==> src/rtl/audio_codec_pkg.sv <==
// Shared constants and slot mapping for the I2S codec master.
// Frame layout: 64 bit slots, 32 per channel, slot 0 is the I2S delay bit.
package audio_codec_pkg;

  localparam int SLOTS_PER_FRAME   = 64;
  localparam int SLOTS_PER_CHANNEL = 32;
  localparam int SLOT_W            = $clog2(SLOTS_PER_FRAME);

  typedef enum logic {
    CH_LEFT  = 1'b0,
    CH_RIGHT = 1'b1
  } channel_e;

  // Slots 1..width carry sample bits MSB first; every other slot is 0.
  function automatic logic slot_bit(input logic [31:0] sample,
                                    input logic [4:0]  slot,
                                    input int          width);
    logic [4:0] idx;
    slot_bit = 1'b0;
    if (slot != 5'd0 && int'(slot) <= width) begin
      idx      = 5'(width - int'(slot));
      slot_bit = sample[idx];
    end
  endfunction

endpackage

==> src/rtl/i2s_clk_gen.sv <==
// Bit clock and frame timing: divides clk_clk into BCLK, counts 64 slots
// per frame and emits single-cycle rise/fall/frame-start strobes.
module i2s_clk_gen
  import audio_codec_pkg::*;
#(
  parameter int BCLK_HALF = 8
) (
  input  logic              clk_clk,
  input  logic              reset_reset_n,
  output logic              bclk,
  output logic              lrck,
  output logic [SLOT_W-1:0] bit_cnt,
  output logic              rise,
  output logic              fall,
  output logic              frame_start
);

  localparam int              HC_W    = $clog2(BCLK_HALF);
  localparam logic [HC_W-1:0] HC_LAST = HC_W'(BCLK_HALF - 1);

  logic [HC_W-1:0] hc;
  logic            tick;

  assign tick        = (hc == HC_LAST);
  assign rise        = tick & ~bclk;
  assign fall        = tick & bclk;
  assign frame_start = fall & (bit_cnt == SLOT_W'(SLOTS_PER_FRAME - 1));
  assign lrck        = bit_cnt[SLOT_W-1];

  // NOTE: registers use non-blocking assignments so every flop samples
  // pre-edge values; blocking here would create order-dependent logic.
  always_ff @(posedge clk_clk) begin
    if (!reset_reset_n) begin
      hc      <= '0;
      bclk    <= 1'b0;
      bit_cnt <= SLOT_W'(SLOTS_PER_FRAME - 1);
    end else begin
      hc <= tick ? '0 : hc + 1'b1;
      if (tick) bclk <= ~bclk;
      if (fall) bit_cnt <= bit_cnt + 1'b1;
    end
  end

endmodule

==> src/rtl/i2s_codec_master.sv <==
// I2S master towards an audio codec core: serialises tx pairs onto adcdat
// through a one-deep holding register and deserialises dacdat into rx pairs.
module i2s_codec_master
  import audio_codec_pkg::*;
#(
  parameter int SAMPLE_WIDTH = 16,
  parameter int BCLK_HALF    = 8
) (
  input  logic                    clk_clk,
  input  logic                    reset_reset_n,
  input  logic [SAMPLE_WIDTH-1:0] tx_left,
  input  logic [SAMPLE_WIDTH-1:0] tx_right,
  input  logic                    tx_valid,
  output logic                    tx_ready,
  output logic                    tx_underrun,
  output logic [SAMPLE_WIDTH-1:0] rx_left,
  output logic [SAMPLE_WIDTH-1:0] rx_right,
  output logic                    rx_valid,
  output logic                    bclk,
  output logic                    adclrck,
  output logic                    daclrck,
  output logic                    adcdat,
  input  logic                    dacdat
);

  localparam logic [4:0]        LAST_SLOT = 5'(SAMPLE_WIDTH);
  localparam logic [SLOT_W-1:0] RX_LAST   = SLOT_W'(SLOTS_PER_CHANNEL + SAMPLE_WIDTH);

  logic              rise, fall, frame_start, lrck;
  logic [SLOT_W-1:0] bit_cnt, bit_cnt_next;

  i2s_clk_gen #(.BCLK_HALF(BCLK_HALF)) u_clk_gen (
    .clk_clk       (clk_clk),
    .reset_reset_n (reset_reset_n),
    .bclk          (bclk),
    .lrck          (lrck),
    .bit_cnt       (bit_cnt),
    .rise          (rise),
    .fall          (fall),
    .frame_start   (frame_start)
  );

  assign adclrck      = lrck;
  assign daclrck      = lrck;
  assign bit_cnt_next = bit_cnt + 1'b1;

  // ---------------- transmit path ----------------
  logic                    hold_full, accept;
  logic [SAMPLE_WIDTH-1:0] hold_left, hold_right, frame_left, frame_right;
  channel_e                tx_ch;
  logic [31:0]             tx_sample;

  assign tx_ready = reset_reset_n & ~hold_full;
  assign accept   = tx_valid & tx_ready;

  // NOTE: defaults first so every path assigns every output; no latches.
  always_comb begin
    tx_ch     = channel_e'(bit_cnt_next[SLOT_W-1]);
    tx_sample = '0;
    if (tx_ch == CH_LEFT) tx_sample = 32'(frame_left);
    else                  tx_sample = 32'(frame_right);
  end

  // NOTE: holding data needs no reset; it is only ever read while hold_full.
  always_ff @(posedge clk_clk) begin
    if (accept) begin
      hold_left  <= tx_left;
      hold_right <= tx_right;
    end
  end

  always_ff @(posedge clk_clk) begin
    if (!reset_reset_n) begin
      hold_full   <= 1'b0;
      frame_left  <= '0;
      frame_right <= '0;
      adcdat      <= 1'b0;
      tx_underrun <= 1'b0;
    end else begin
      tx_underrun <= frame_start & ~hold_full;
      if (frame_start) begin
        frame_left  <= hold_full ? hold_left  : '0;
        frame_right <= hold_full ? hold_right : '0;
      end
      // The slot-0 delay bit maps to 0, so the frame-start load never leaks.
      if (fall) adcdat <= slot_bit(tx_sample, bit_cnt_next[4:0], SAMPLE_WIDTH);
      if (frame_start && hold_full) hold_full <= 1'b0;
      else if (accept)              hold_full <= 1'b1;
    end
  end

  // ---------------- receive path ----------------
  logic                    rx_slot_active, rx_done;
  logic [SAMPLE_WIDTH-1:0] rx_sh_left, rx_sh_right;

  assign rx_slot_active = (bit_cnt[4:0] != 5'd0) && (bit_cnt[4:0] <= LAST_SLOT);

  always_ff @(posedge clk_clk) begin
    if (!reset_reset_n) begin
      rx_sh_left  <= '0;
      rx_sh_right <= '0;
      rx_done     <= 1'b0;
      rx_valid    <= 1'b0;
      rx_left     <= '0;
      rx_right    <= '0;
    end else begin
      rx_done  <= rise & (bit_cnt == RX_LAST);
      rx_valid <= rx_done;
      if (rx_done) begin
        rx_left  <= rx_sh_left;
        rx_right <= rx_sh_right;
      end
      if (rise && rx_slot_active) begin
        if (channel_e'(bit_cnt[SLOT_W-1]) == CH_LEFT)
          rx_sh_left  <= {rx_sh_left[SAMPLE_WIDTH-2:0], dacdat};
        else
          rx_sh_right <= {rx_sh_right[SAMPLE_WIDTH-2:0], dacdat};
      end
    end
  end

endmodule

==> config.mk <==
export PLATFORM = sky130hd
export DESIGN_NAME = i2s_codec_master
export DESIGN_NICKNAME = d
export VERILOG_FILES = /design/src/rtl/audio_codec_pkg.sv /design/src/rtl/i2s_clk_gen.sv /design/src/rtl/i2s_codec_master.sv
export SDC_FILE = /design/constraint.sdc
export NUM_CORES = 1
export LEC_CHECK = 0
export CAP_MARGIN = 15
export CORE_MARGIN = 2
export CORE_UTILIZATION = 30
export CTS_BUF_LIST = sky130_fd_sc_hd__clkbuf_4
export DETAILED_ROUTE_END_ITERATION = 12
export DONT_BUFFER_PORTS = 1
export PLACE_DENSITY_LB_ADDON = 0.25
export SYNTH_ARGS = -nofsm -noshare
export SYNTH_HDL_FRONTEND = slang
export SYNTH_HIERARCHICAL = 1
export SYNTH_SLANG_ARGS = --single-unit
==> constraint.sdc <==
create_clock -name clk_clk -period 3.6 [get_ports clk_clk]
set_input_delay 1.08 -clock clk_clk [delete_from_list [all_inputs] [get_ports clk_clk]]
set_output_delay 1.08 -clock clk_clk [all_outputs]
set_load 0.05 [all_outputs]
==> results of run 1 <==
## placed cells by master (no fill, tap or decap), drive strengths merged, types with 3 or more instances in the layout
cell type | synthesis | layout
nor2b | 126 | 126
dfxtp | 111 | 111
mux2i | 72 | 72
a21oi | 33 | 33
edfxtp | 32 | 32
clkbuf | 24 | 18
nand2 | 15 | 15
inv | 9 | 13
o21ai | 11 | 11
and2 | 9 | 9
buf | 12 | 8
nand3 | 8 | 8
nor3 | 7 | 7
ha | 6 | 6
clkinv | 0 | 6
nor2 | 5 | 5
xnor2 | 5 | 5
nand2b | 5 | 5
o21a | 3 | 3
nor3b | 3 | 3
bufinv | 0 | 3
nand4 | 3 | 3
and3b | 3 | 3
## worst paths after layout
check	cells past startpoint	to
max reg2reg	8	adcdat$_SDFFE_PN0P_
min	1	u_clk_gen/hc[0]$_SDFF_PP0_
max	8	adcdat$_SDFFE_PN0P_
min reg2reg	1	u_clk_gen/hc[0]$_SDFF_PP0_
## state kept, by name, summed over array words and instances, names as in the netlist, 3 cells and up
name	count
frame_left	16
frame_right	16
hold_left	16
hold_right	16
rx_left	16
rx_right	16
rx_sh_left	16
rx_sh_right	16
u_clk_gen/bit_cnt	6
u_clk_gen/hc	3
## kinds of logic (layout without fill, tap and decap cells)
group	count (synthesis)	in the layout
XOR/XNOR	6	6
multiplexers	74	74
AND/OR/NAND/NOR	194	194
buffers and inverters	45	49
flip-flops	143	143
other	0	1
AO/OA/AOI/OAI	66	66
adder cells (fa/ha/maj)	6	6
## area by class of cell
class / count / area (um^2) / area share
Antenna cell: 1 / 2.502 / 0.0003900
Inverter: 9 / 33.78 / 0.005265
Sequential cell: 143 / 3186 / 0.4965
Clock buffer: 18 / 135.1 / 0.02106
Tap cell: 265 / 331.6 / 0.05168
Timing Repair Buffer: 8 / 60.06 / 0.009360
Clock inverter: 14 / 163.9 / 0.02555
Multi-Input combinational cell: 346 / 2504 / 0.3902
## per-layer routing
| layer | share of wire | GRT usage | vias to the layer above |
|---|---|---|---|
| met5 | 0 | 0 | - |
| met4 | 0.017 | 0.04489 | 0 |
| met3 | 0.055 | 0.04499 | 16 |
| met2 | 0.46 | 0.1787 | 55 |
| met1 | 0.47 | 0.1488 | 1669 |
| li1 | - | - | 1822 |
## worst max-delay path: stages (launching register included)
cell and delay (ns):
dfxtp_1 0.55, inv_1 0.08, ha_1 0.46, nor2b_1 0.26, nor3b_1 0.16, a41o_1 0.21, or4_1 0.51, and4b_1 0.21
a311oi_2 0.22
## power by group
group          internal [uW]  leakage, uW  switching, uW
registers               1660      0.00119           6.69
logic                   20.0      0.00110           13.5
clock network            490     0.000165            585
## per-stage QoR
step / power [uW] / cell area, um^2
after global placement: 1735 / 6115
after detailed placement: 1737 / 6115
final: 2774 / 6416
after global routing: 2903 / 6416
after floorplan: 1738 / 5874
after CTS: 2826 / 6414
==> metrics.yaml, run 1 <==
sta:
  max_slew_margin: 0.2916
  worst_slack_ns: 0.8737
  finClkSkew_ns: 0.01995
  finalCriticalPeriod_ns: 2.726
  tns_ns: 0
  hold_viol_final: 0
  tightest_slew_ns: 1.063
  fmax_mhz: 366.8
  slew_viol_final: 0
  rsz0062_at_grt: "no"
  fin_crit_sh: 0.7573
  holdWs_ns: 0.4369
  finalSetupViolCount: 0
synthesis:
  netlist_area_mm2: 0.005874
  synthArstFlopShare: 0
  synth_top_area_share: 0.3783
  ys_types: 51
  yosysMostFrequentCell: "nor2b_1"
  ys.warnings.count: 6
  yosys_most_used_dff: "dfxtp_1"
  ys_seq_area_frac: 0.5419
  synth_top_family_by_area: "simple AND/OR/NAND/NOR gates"
  synth_fa_ha_area_frac: 0.01278
  yosysTopAreaCell: "dfxtp_1"
  synth_simple_gate_area_frac: 0.2015
  ys_ff_latch: 143
  synth_cells: 534
  syn-mean-instance-area_um2: 11.00
  synth_xor_area_frac: 0.01129
  synth_common_cells: "nor2b_1 (126), dfxtp_1 (111), mux2i_1 (72), a21oi_1 (33), edfxtp_1 (32)"
  yosys-top-cells-area: "dfxtp_1 (38%), edfxtp_1 (16%), nor2b_1 (13%)"
  synthMuxAreaShare: 0.1304
  synth-edff-count: 32
  synth_fp_nets: 576
  synth_compound_area_frac: 0.06944
setup_path:
  crit_fanout: 14
  startpoint_type: "register"
  cp-startpoint: "u_clk_gen/bit_cnt[1]$_SDFFE_PN1P_"
  worst_ep_arrival_time_ns: 3.19
  r2r_start: "u_clk_gen/bit_cnt[1]$_SDFFE_PN1P_"
  crit_type: "register to register"
  cp.required_ns: 4.06
  r2r_slack_ns: 0.87
  cp-end-kind: "register"
place:
  io_buffers: 0
  dpl.hpwl_mm: 7.591
  gp_congestion: 0.8568
  placed_cells: 771
  pre_cts_ws_ns: 0.8909
clocking:
  cts_buffers: 17
  post_cts_resized: 0
  htree_levels: 4
  cts.sinks: 143
  postCtsSetupRepairBufs: 0
  clk_pin_slew_ns: 0.12
  cts_hold_buf: 0
  cts_buffer_depth: 2
  cts_tree: "yes"
  root_buffer: "clkbuf_4"
  clk_latency_ns: 0.54
layout:
  drive_gt1_frac: 0.09294
  nNetsFinal: 567
  syn_to_final_growth_pct: 9.223
  finish.utilization: 0.3318
  fill_cells: 1944
  layout.cells.non_filler: 804
run:
  maxCapViolations: 0
power:
  p_per_area_mw_per_mm2: 432.3
  p_leak_uw: 0.002452
  ir_drop_uv: 183.2
route:
  post_drt_wl_per_cell_um: 14.30
  vias: 3562
  drtIter0Drc: 119
  viasPerCell: 4.430
  drt-total-wl_mm: 11.50
  dr.pass1.iters: 4
  antenna_left: 0
  drc_errors: 0
die:
  io_pins: 75
  start_util: 0.3038
  rows: 51
  die_w_um: 143.9
  die_area_mm2: 0.02072
  die_h_um: 143.9
  core_area_mm2: 0.01933
grt:
  grt_overflow: 0
  grt_first_pass_wirelength_mm: 18.53
  grt_antenna_before_repair: 1
  grt_pass1_vias: 3529
  grt_use_total: 0.1167
  grt_max_degree: 113
min_path:
  min_path_type: "register to register"
  min_from: "u_clk_gen/hc[0]$_SDFF_PP0_"
run_status:
  status: "complete, no violations"
Power figures use the tool's default switching activity.
==> inputs of run 2 (changes only) <==
Clock period 3.6 ns to 2.8 ns, I/O delays scaled along.
==> metrics.yaml, run 2 (synthesis results as in run 1) <==
min_path:
  min_from: "tx_left[13]"  # was u_clk_gen/hc[0]$_SDFF_PP0_
  min_path_type: "input port to register"  # was register to register
  hold_path_depth: 0  # was 1
route:
  vias: 3586  # was 3562
  antenna_left: 0  # unchanged
  drt-total-wl_mm: 11.46  # was 11.50 mm
  drtIter0Drc: 150  # was 119
  viasPerCell: 4.444  # was 4.430
  post_drt_wl_per_cell_um: 14.20  # was 14.30 um
  dr.pass1.iters: 4  # unchanged
  drc_errors: 0  # unchanged
clocking:
  cts.sinks: 143  # unchanged
  cts_hold_buf: 0  # unchanged
  post_cts_resized: 0  # unchanged
  cts_buffers: 17  # unchanged
  htree_levels: 4  # unchanged
  postCtsSetupRepairBufs: 0  # unchanged
  clk_pin_slew_ns: 0.13  # was 0.12 ns
  clk_latency_ns: 0.53  # was 0.54 ns
  cts_tree: "yes"  # unchanged
  cts_buffer_depth: 2  # unchanged
  root_buffer: "clkbuf_4"  # unchanged
grt:
  grt_overflow: 0  # unchanged
  grt_use_total: 0.1146  # was 0.1167
  grt_first_pass_wirelength_mm: 18.29  # was 18.53 mm
  grt_max_degree: 113  # unchanged
  grt_antenna_before_repair: 0  # was 1
  grt_pass1_vias: 3476  # was 3529
layout:
  syn_to_final_growth_pct: 9.478  # was 9.223%
  drive_gt1_frac: 0.1017  # was 0.09294
  final_common_cell: "nor2b_1"  # unchanged
  layout_common_cells: "nor2b_1 (125), dfxtp_1 (109), mux2i_1 (72)"  # was nor2b_1 (126), dfxtp_1 (109), mux2i_1 (72)
  fill_cells: 1949  # was 1944
  design_area_mm2: 0.006431  # was 0.006416 mm^2
  layout.cells.non_filler: 807  # was 804
  nNetsFinal: 570  # was 567
  finish.utilization: 0.3326  # was 0.3318
sta:
  fin_crit_sh: 0.8955  # was 0.7573
  tightest_slew_ns: 1.040  # was 1.063 ns
  fmax_mhz: 398.8  # was 366.8 MHz
  holdWs_ns: 0.3897  # was 0.4369 ns
  finClkSkew_ns: 0.01416  # was 0.01995 ns
  hold_viol_final: 0  # unchanged
  slew_viol_final: 0  # unchanged
  finalCriticalPeriod_ns: 2.507  # was 2.726 ns
  finalSetupViolCount: 0  # unchanged
  rsz0062_at_grt: "no"  # unchanged
  tns_ns: 0  # unchanged
  max_slew_margin: 0.3068  # was 0.2916
power:
  swShare: 0.2263  # was 0.2182
  combPwrFrac: 0.013  # was 0.012
  p_int_uw: 2700  # was 2168 uW
  clock_power_share: 0.373  # was 0.388
  p_per_area_mw_per_mm2: 542.6  # was 432.3 mW/mm^2
  ir_drop_uv: 218.2  # was 183.2 uV
  switching_power_uw: 789.8  # was 605.3 uW
  p_seq_frac: 0.613  # was 0.600
  p_leak_uw: 0.002459  # was 0.002452 uW
place:
  placed_area_mm2: 0.006153  # was 0.006115 mm^2
  io_buffers: 0  # unchanged
  placed_cells: 774  # was 771
  dpl.hpwl_mm: 7.534  # was 7.591 mm
  gp_congestion: 0.8809  # was 0.8568
die:
  start_util: 0.3038  # unchanged
  io_pins: 75  # unchanged
  die_w_um: 143.9  # unchanged
  core_area_mm2: 0.01933  # unchanged
  die_area_mm2: 0.02072  # unchanged
  rows: 51  # unchanged
  die_h_um: 143.9  # unchanged
run:
  maxCapViolations: 0  # unchanged
setup_path:
  cp-end-kind: "register"  # unchanged
  worst_ep_arrival_time_ns: 2.97  # was 3.19 ns
  crit_type: "register to register"  # unchanged
  r2r_start: "u_clk_gen/bit_cnt[1]$_SDFFE_PN1P_"  # unchanged
  cp-startpoint: "u_clk_gen/bit_cnt[1]$_SDFFE_PN1P_"  # unchanged
  cp.required_ns: 3.26  # was 4.06 ns
  r2r_cells: 8  # unchanged
  crit_fanout: 11  # was 14
  startpoint_type: "register"  # unchanged
run_status:
  status: "complete, no violations"  # unchanged
==> run 2: changes by cell type in the layout (fill, tap and decap cells not counted), sizes merged <==
| cell | change |
|---|---|
| buf | +3 |
| inv | +1 |
| clkinv | -1 |
| clkinvlp | +1 |
| bufinv | -1 |
==> run 2: metrics by stage <==
step	total power, uW	worst slack (ns)
global route	3648	0.1570
detailed placement	2235	0.3123
finish	3490	0.2926
global placement	2233	0.3706
floorplan	2235	0.2044
CTS	3561	0.2492
==> run 2: path summary, 6_finish.rpt <==
path / to / slack, ns
hold reg to reg: u_clk_gen/hc[0]$_SDFF_PP0_ / 0.44
setup reg to reg: adcdat$_SDFFE_PN0P_ / 0.29
hold / removal: hold_left[13]$_DFFE_PP_ / 0.39
setup / recovery: adcdat$_SDFFE_PN0P_ / 0.29
==> run 2: worst max-delay path: stages (launching register included) <==
cell,delay [ns]
dfxtp_1,0.57
inv_1,0.08
ha_1,0.29
nor2b_1,0.17
nor3b_1,0.15
a41o_1,0.22
or4_1,0.52
and4b_1,0.21
a311oi_2,0.22
==> run 2: area by class of cell <==
cell class / instances / area (um^2) / share of cell area
flip-flops and latches: 143 / 3186 / 0.4953
multi-input cells: 346 / 2507 / 0.3899
well taps: 265 / 331.6 / 0.05156
clock inverters: 14 / 140.1 / 0.02179
clock buffers: 18 / 135.1 / 0.02101
repair buffers: 11 / 95.09 / 0.01479
inverters: 9 / 33.78 / 0.005253
diodes: 1 / 2.502 / 0.0003891
==> run 2: power by group through the flow <==
| stage | Combinational [uW] | Sequential, uW | Clock [uW] |
|---|---|---|---|
| floorplan | 50.9 | 2180 | 0 |
| global placement | 46.0 | 2190 | 0 |
| detailed placement | 47.7 | 2190 | 0 |
| CTS | 47.8 | 2140 | 1370 |
| global route | 49.3 | 2140 | 1460 |
| finish | 46.4 | 2140 | 1300 |
==> run 2: routing by layer <==
metal,share of wire,GRT usage,vias up,wire length [um]
met5,0,0,-,0
met4,0.015,0.04438,0,177
met3,0.051,0.03932,13,585
met2,0.46,0.1779,74,5277
met1,0.47,0.1467,1673,5415
li1,-,-,1826,-
